--- config.mk ---
export PLATFORM = sky130hd
export DESIGN_NAME = alu_shift_pipe
export DESIGN_NICKNAME = d
export VERILOG_FILES = /design/src/rtl/simple_processor_pkg.sv /design/src/rtl/alu_shift_stage.sv /design/src/rtl/alu_shift_pipe.sv
export SDC_FILE = /design/constraint.sdc
export NUM_CORES = 1
export LEC_CHECK = 0
export ABC_CLOCK_PERIOD_IN_PS = 2540
export BUFFER_PORTS_ARGS = -buffer_cell sky130_fd_sc_hd__buf_2
export CAP_MARGIN = 10
export CORE_ASPECT_RATIO = 0.7
export CORE_UTILIZATION = 35
export CTS_CLUSTER_DIAMETER = 100
export DETAILED_ROUTE_END_ITERATION = 12
export HOLD_SLACK_MARGIN = 0.05
export PLACE_DENSITY_LB_ADDON = 0.3
export SLEW_MARGIN = 25
export SYNTH_ARGS = -nofsm -noshare
export SYNTH_HDL_FRONTEND = slang
export SYNTH_SLANG_ARGS = --single-unit
--- constraint.sdc ---
create_clock -name clk_i -period 2.54 [get_ports clk_i]
set_input_delay 0.508 -clock clk_i [delete_from_list [all_inputs] [get_ports clk_i]]
set_output_delay 0.508 -clock clk_i [all_outputs]
set_load 0.03 [all_outputs]
--- src/rtl/simple_processor_pkg.sv ---
// Shared types and elaboration helpers for the simple processor execute stage.
package simple_processor_pkg;

    typedef enum logic [2:0] {
        SHIFT_SLL = 3'd0,
        SHIFT_SRL = 3'd1,
        SHIFT_SRA = 3'd2,
        SHIFT_ROL = 3'd3,
        SHIFT_ROR = 3'd4
    } shift_op_t;

    // Integer ceiling division, used to size the per-stage share of mux levels.
    function automatic int ceilDiv(input int numer, input int denom);
        return (numer + denom - 1) / denom;
    endfunction

    // Number of mux levels owned by one pipeline stage; trailing stages may own none.
    function automatic int stageLevels(input int stage, input int perStage, input int total);
        int firstLevel;
        int lastLevel;
        firstLevel = stage * perStage;
        lastLevel  = ((stage + 1) * perStage < total) ? (stage + 1) * perStage : total;
        return (lastLevel > firstLevel) ? (lastLevel - firstLevel) : 0;
    endfunction

endpackage

--- src/rtl/alu_shift_stage.sv ---
// One pipeline stage of the barrel shifter: a run of shift-by-power-of-two
// mux levels followed by a register slice with valid/ready flow control.
module alu_shift_stage
    import simple_processor_pkg::*;
#(
    parameter int DATA_WIDTH  = 32,
    parameter int SHAMT_W     = 5,
    parameter int FIRST_LEVEL = 0,
    parameter int NUM_LEVELS  = 1
) (
    input  logic                  i_clk,
    input  logic                  i_arst,
    input  logic                  i_valid,
    input  logic [DATA_WIDTH-1:0] i_data,
    input  logic [SHAMT_W-1:0]    i_shamt,
    input  shift_op_t             i_op,
    input  logic                  i_fill,
    output logic                  o_ready,
    input  logic                  i_downReady,
    output logic                  o_valid,
    output logic [DATA_WIDTH-1:0] o_data,
    output logic [SHAMT_W-1:0]    o_shamt,
    output shift_op_t             o_op,
    output logic                  o_fill
);

    // A single fixed-distance step of the requested operation. Chaining these
    // steps composes correctly for every op: rotates add up, and an arithmetic
    // shift keeps the original sign bit in the fill register across stages.
    function automatic logic [DATA_WIDTH-1:0] shiftLevel(
        input logic [DATA_WIDTH-1:0] data,
        input shift_op_t             op,
        input logic                  fill,
        input int                    amount
    );
        logic [DATA_WIDTH-1:0] fillMask;
        fillMask = {DATA_WIDTH{fill}} << (DATA_WIDTH - amount);
        case (op)
            SHIFT_SLL: shiftLevel = data << amount;
            SHIFT_SRA: shiftLevel = (data >> amount) | fillMask;
            SHIFT_ROL: shiftLevel = (data << amount) | (data >> (DATA_WIDTH - amount));
            SHIFT_ROR: shiftLevel = (data >> amount) | (data << (DATA_WIDTH - amount));
            default:   shiftLevel = data >> amount;
        endcase
    endfunction

    logic [DATA_WIDTH-1:0] w_level [NUM_LEVELS+1];
    logic                  w_load;

    logic                  r_valid;
    logic [DATA_WIDTH-1:0] r_data;
    logic [SHAMT_W-1:0]    r_shamt;
    shift_op_t             r_op;
    logic                  r_fill;

    assign w_level[0] = i_data;

    for (genvar g = 0; g < NUM_LEVELS; g++) begin : g_level
        localparam int LEVEL = FIRST_LEVEL + g;
        assign w_level[g+1] = i_shamt[LEVEL]
                            ? shiftLevel(w_level[g], i_op, i_fill, 1 << LEVEL)
                            : w_level[g];
    end

    // The slice takes new content when it is empty or its content leaves this cycle.
    assign w_load  = !r_valid || i_downReady;
    assign o_ready = w_load;

    // Register slice; payload only changes when a valid request is captured,
    // so an emptied slot keeps its last value rather than toggling.
    always_ff @(posedge i_clk or posedge i_arst) begin
        if (i_arst) begin
            r_valid <= 1'b0;
            r_data  <= '0;
            r_shamt <= '0;
            r_op    <= SHIFT_SLL;
            r_fill  <= 1'b0;
        end else if (w_load) begin
            r_valid <= i_valid;
            if (i_valid) begin
                r_data  <= w_level[NUM_LEVELS];
                r_shamt <= i_shamt;
                r_op    <= i_op;
                r_fill  <= i_fill;
            end
        end
    end

    assign o_valid = r_valid;
    assign o_data  = r_data;
    assign o_shamt = r_shamt;
    assign o_op    = r_op;
    assign o_fill  = r_fill;

endmodule

--- src/rtl/alu_shift_pipe.sv ---
// Pipelined barrel shifter for the execute stage. Selects the shift amount,
// folds unknown opcodes onto SRL, and spreads the mux levels over a chain of
// register stages joined by valid/ready handshakes.
module alu_shift_pipe
    import simple_processor_pkg::*;
#(
    parameter int DATA_WIDTH  = 32,
    parameter int IMM_WIDTH   = 6,
    parameter int PIPE_STAGES = 2
) (
    input  logic                  clk_i,
    input  logic                  arst_i,
    input  logic                  in_valid_i,
    output logic                  in_ready_o,
    input  shift_op_t             op_i,
    input  logic                  use_imm_i,
    input  logic [DATA_WIDTH-1:0] rs1_data_i,
    input  logic [DATA_WIDTH-1:0] rs2_data_i,
    input  logic [IMM_WIDTH-1:0]  imm_i,
    output logic                  out_valid_o,
    input  logic                  out_ready_i,
    output logic [DATA_WIDTH-1:0] result_o
);

    localparam int SHAMT_W          = $clog2(DATA_WIDTH);
    localparam int LEVELS_PER_STAGE = ceilDiv(SHAMT_W, PIPE_STAGES);

    // Index 0 is the request side; index s+1 is the output of stage s.
    logic                  w_valid [PIPE_STAGES+1];
    logic                  w_ready [PIPE_STAGES+1];
    logic [DATA_WIDTH-1:0] w_data  [PIPE_STAGES+1];
    logic [SHAMT_W-1:0]    w_shamt [PIPE_STAGES+1];
    shift_op_t             w_op    [PIPE_STAGES+1];
    logic                  w_fill  [PIPE_STAGES+1];

    shift_op_t             w_opSel;
    logic                  w_unusedBits;

    // Encodings outside the defined set are treated as a logical right shift.
    always_comb begin
        w_opSel = SHIFT_SRL;
        case (op_i)
            SHIFT_SLL, SHIFT_SRL, SHIFT_SRA, SHIFT_ROL, SHIFT_ROR: w_opSel = op_i;
            default: w_opSel = SHIFT_SRL;
        endcase
    end

    // Only the low bits of the amount matter, which gives modulo-width semantics.
    assign w_valid[0] = in_valid_i;
    assign w_data[0]  = rs1_data_i;
    assign w_shamt[0] = use_imm_i ? imm_i[SHAMT_W-1:0] : rs2_data_i[SHAMT_W-1:0];
    assign w_op[0]    = w_opSel;
    assign w_fill[0]  = rs1_data_i[DATA_WIDTH-1];

    assign w_ready[PIPE_STAGES] = out_ready_i;
    assign in_ready_o           = w_ready[0];

    for (genvar s = 0; s < PIPE_STAGES; s++) begin : g_stage
        alu_shift_stage #(
            .DATA_WIDTH  (DATA_WIDTH),
            .SHAMT_W     (SHAMT_W),
            .FIRST_LEVEL (s * LEVELS_PER_STAGE),
            .NUM_LEVELS  (stageLevels(s, LEVELS_PER_STAGE, SHAMT_W))
        ) u_stage (
            .i_clk       (clk_i),
            .i_arst      (arst_i),
            .i_valid     (w_valid[s]),
            .i_data      (w_data[s]),
            .i_shamt     (w_shamt[s]),
            .i_op        (w_op[s]),
            .i_fill      (w_fill[s]),
            .o_ready     (w_ready[s]),
            .i_downReady (w_ready[s+1]),
            .o_valid     (w_valid[s+1]),
            .o_data      (w_data[s+1]),
            .o_shamt     (w_shamt[s+1]),
            .o_op        (w_op[s+1]),
            .o_fill      (w_fill[s+1])
        );
    end

    assign out_valid_o = w_valid[PIPE_STAGES];
    assign result_o    = w_data[PIPE_STAGES];

    // Upper amount bits and the trailing control fields are intentionally dropped.
    assign w_unusedBits = ^{rs2_data_i, imm_i, w_shamt[PIPE_STAGES],
                            w_op[PIPE_STAGES], w_fill[PIPE_STAGES]};

`ifdef SIMULATION
    // Reject parameter combinations the level split cannot honour.
    initial begin
        if ((DATA_WIDTH & (DATA_WIDTH - 1)) != 0)
            $fatal(1, "alu_shift_pipe: DATA_WIDTH %0d is not a power of two", DATA_WIDTH);
        if (PIPE_STAGES < 1 || PIPE_STAGES > SHAMT_W)
            $fatal(1, "alu_shift_pipe: PIPE_STAGES %0d outside 1..%0d", PIPE_STAGES, SHAMT_W);
        if (IMM_WIDTH < SHAMT_W)
            $fatal(1, "alu_shift_pipe: IMM_WIDTH %0d narrower than %0d", IMM_WIDTH, SHAMT_W);
    end
`endif

endmodule

==> metrics.cfg <==
[clock_network]
clockBufferDepth=2
post_cts_hold_buffer_count=0
cts.root.buffer_cell=sky130_fd_sc_hd__clkbuf_16
cts_resized=0
htreeDepth=3
tritoncts_clock_tree=done
cts.reportedPaths.clkPinSlew_ns=0.06
cts_buffer_count=9
post-cts-setup-buffer-count=0
clk-insertion-delay-late_ns=0.34
cts_num_sinks=72

[critical_path]
cp_num_buf_inv=3
critPathRequiredTime_ns=2.82
path_common_cell=sky130_fd_sc_hd__buf_4
critical_path_endpoint_category=flip-flop
largest_incremental_delay_on_the_critical_path_ns=0.47
timing.critical_path.cells=buf_2, mux2_4, buf_4, nor2_1, a31oi_1, a211oi_1, buf_4, o41ai_1, a21o_1
timing.reg2reg.setup_slack_ns=0.36
path_delay_family=compound AO/OA/AOI/OAI gates
critPathLaunchType=input pin
critical_path.max_fanout=32
slowest_stage=sky130_fd_sc_hd__mux2_4
timing.setup.critical_path_class=input pin to flip-flop
crit_arrival_ns=2.57

[final_layout]
area_growth_syn_to_layout_pct=22.6
fill_cells=1908
proportion_of_layout_cells_with_a_drive_suffix_above_1=0.222
utilization=0.439
layout.area.seq_um2=1800
layout.nets=1058
antenna_cells_inserted=0
multi_input_area_um2=4250
layoutNonFillerInstCount=1221
stdcell_area_um2=7930

[drt]
drt_first_pass_iters=8
drt-initial-drc-count=871
via_per_inst=6.20
ant_nets=0
vias=7575
wl_per_cell_um=20.4
drt_drc_violations_left=0
finalWirelength_um=24900

[global_route]
grt.total_usage=0.265
grt_start_max_net_pins=73
wire_length_of_the_first_global_routing_pass_um=39200
first_global_vias=6793
gr-total-overflow=0
antenna_found_initial=0

[min_path]
hold_path.class=input pin to async pin

[placement]
portBuffers=83
placed_cells=1205
place.gp.congestion=0.936
detailed_place.area_um2=7600
place_hpwl_um=18800

[synth]
synth.most_common_cell=sky130_fd_sc_hd__nor2_1
cell_area_after_synthesis_um2=6470
yosys.area.top_type_share=0.279
postSynthCellCount=878
synth_nets=956
synth_seq_cells=72
post_synth_most_frequent_cells=sky130_fd_sc_hd__nor2_1, sky130_fd_sc_hd__nand2_1, sky130_fd_sc_hd__o21ai_0
post_synth_top_flop=sky130_fd_sc_hd__dfrtp_1
async_reset_ff_frac=1.00
ys_top_cells_by_area=sky130_fd_sc_hd__dfrtp_1, sky130_fd_sc_hd__o21ai_0, sky130_fd_sc_hd__nor2_1
synth_cell_type_count=72
synth.avg_cell_area_um2=7.36
synth_edf_count=0
yosysWarnings=0
yosys.area.top_type=sky130_fd_sc_hd__dfrtp_1
yosysSeqAreaShare=0.279

[floorplan]
placementRows=41
chipWidth_um=164
die_area_um2=19000
floorplan.core_area_um2=18100
initial_utilization=0.358
floorplan.io_pins=112
die_y_um=116

[timing]
worst_hold_slack_after_final_layout_ns=0.253
rsz0062_at_grt=no
setup_tns_ns=0
setup_viol=0
achievable-frequency_mhz=436
period_needed_ns=2.29
slew_headroom=0.393
final_max_slew_viol_count=0
timing_worst_slew_pin_value_ns=0.907
final_hold_viol_count=0
fin_worst_skew_ns=0.00654
min_period_over_period=0.903

[power_and_ir_drop]
p_leak_nw=3.35
power.density_nw_per_um2=722
irDropWorstVdd_uv=469

[status]
outcome=completed

[job]
max_cap_viol_count=0

[kinds of logic after synthesis]
logic type                synth area share
buffers and inverters               0.0664
DFF                                  0.279
and+or+nand+nor                      0.222
muxes                               0.0501
AOI/OAI and AO/OA                    0.375
xor gates and xnor gates           0.00813
[final timing paths]
path / startpoint / end / cells past startpoint
worst max register to register: g_stage[0].u_stage.o_op[2]$_DFFE_PP0P_ / g_stage[1].u_stage.o_data[25]$_DFFE_PP0P_ / 5
min in group clk_i: in_valid_i / g_stage[0].u_stage.o_valid$_DFFE_PP0N_ / 2
worst min register to register: g_stage[1].u_stage.o_data[27]$_DFFE_PP0P_ / g_stage[1].u_stage.o_data[27]$_DFFE_PP0P_ / 2
max in group asynchronous: arst_i / g_stage[0].u_stage.o_data[23]$_DFFE_PP0P_ / 3
worst min-delay path: arst_i / g_stage[1].u_stage.o_data[13]$_DFFE_PP0P_ / 3
worst max-delay path: use_imm_i / g_stage[0].u_stage.o_data[28]$_DFFE_PP0P_ / 9
[placed cells by master (no fill, tap or decap), drive strengths merged, types with 6 or more instances in the layout]
cell type,n
nand2,103
nand2b,6
a22oi,27
nor2,119
nand3,60
a221oi,19
a211oi,8
nor3,6
o21ai,111
o22ai,9
mux2i,24
a31oi,49
buf,176
dfrtp,72
o2bb2ai,10
a22o,10
a311oi,22
a21oi,34
inv,9
clkbuf,11
a2bb2oi,18
[flip-flops by register name, summed over array words and instances, names as in the netlist]
name / flops
g_stage.u_stage.o_shamt: 2
g_stage.u_stage.o_valid: 2
g_stage.u_stage.o_fill: 1
g_stage.u_stage.o_op: 3
g_stage.u_stage.o_data: 64
[routing by layer]
layer | routed length (µm) | track usage
met3 | 2500 | 0.0548
met2 | 10100 | 0.374
met1 | 11900 | 0.410
met5 | 0 | 0
met4 | 395 | 0.0526
[cell type report]
class / count / share of cell area
inverter: 9 / 0.00426
multi-input combinational: 712 / 0.536
sequential: 72 / 0.227
clock inverter: 5 / 0.0101
timing repair buffer: 176 / 0.155
tap: 236 / 0.0373
clock buffer: 11 / 0.0306
[stage by stage]
step | total power [mW] | setup WS (ns)
after floorplan | 3.38 | 0.207
after global placement | 4.29 | -0.0105
after detailed placement | 4.31 | -0.0451
after CTS | 5.70 | 0.293
after global routing | 6.06 | 0.160
final | 5.72 | 0.247
[worst register-to-register path: stages, from the launching register on]
cell and delay, ns:
sky130_fd_sc_hd__dfrtp_1 0.62, sky130_fd_sc_hd__nor4_2 0.78, sky130_fd_sc_hd__a221oi_1 0.29, sky130_fd_sc_hd__nor2_1 0.14, sky130_fd_sc_hd__o22ai_1 0.11, sky130_fd_sc_hd__o21ai_0 0.16
[power by group]
part	leakage, nW	internal (mW)	switching (mW)
logic	2.33	0.972	1.63
clock network	0.152	0.885	0.496
registers	0.872	1.44	0.296
No activity file was read; power rests on OpenSTA's default activity.
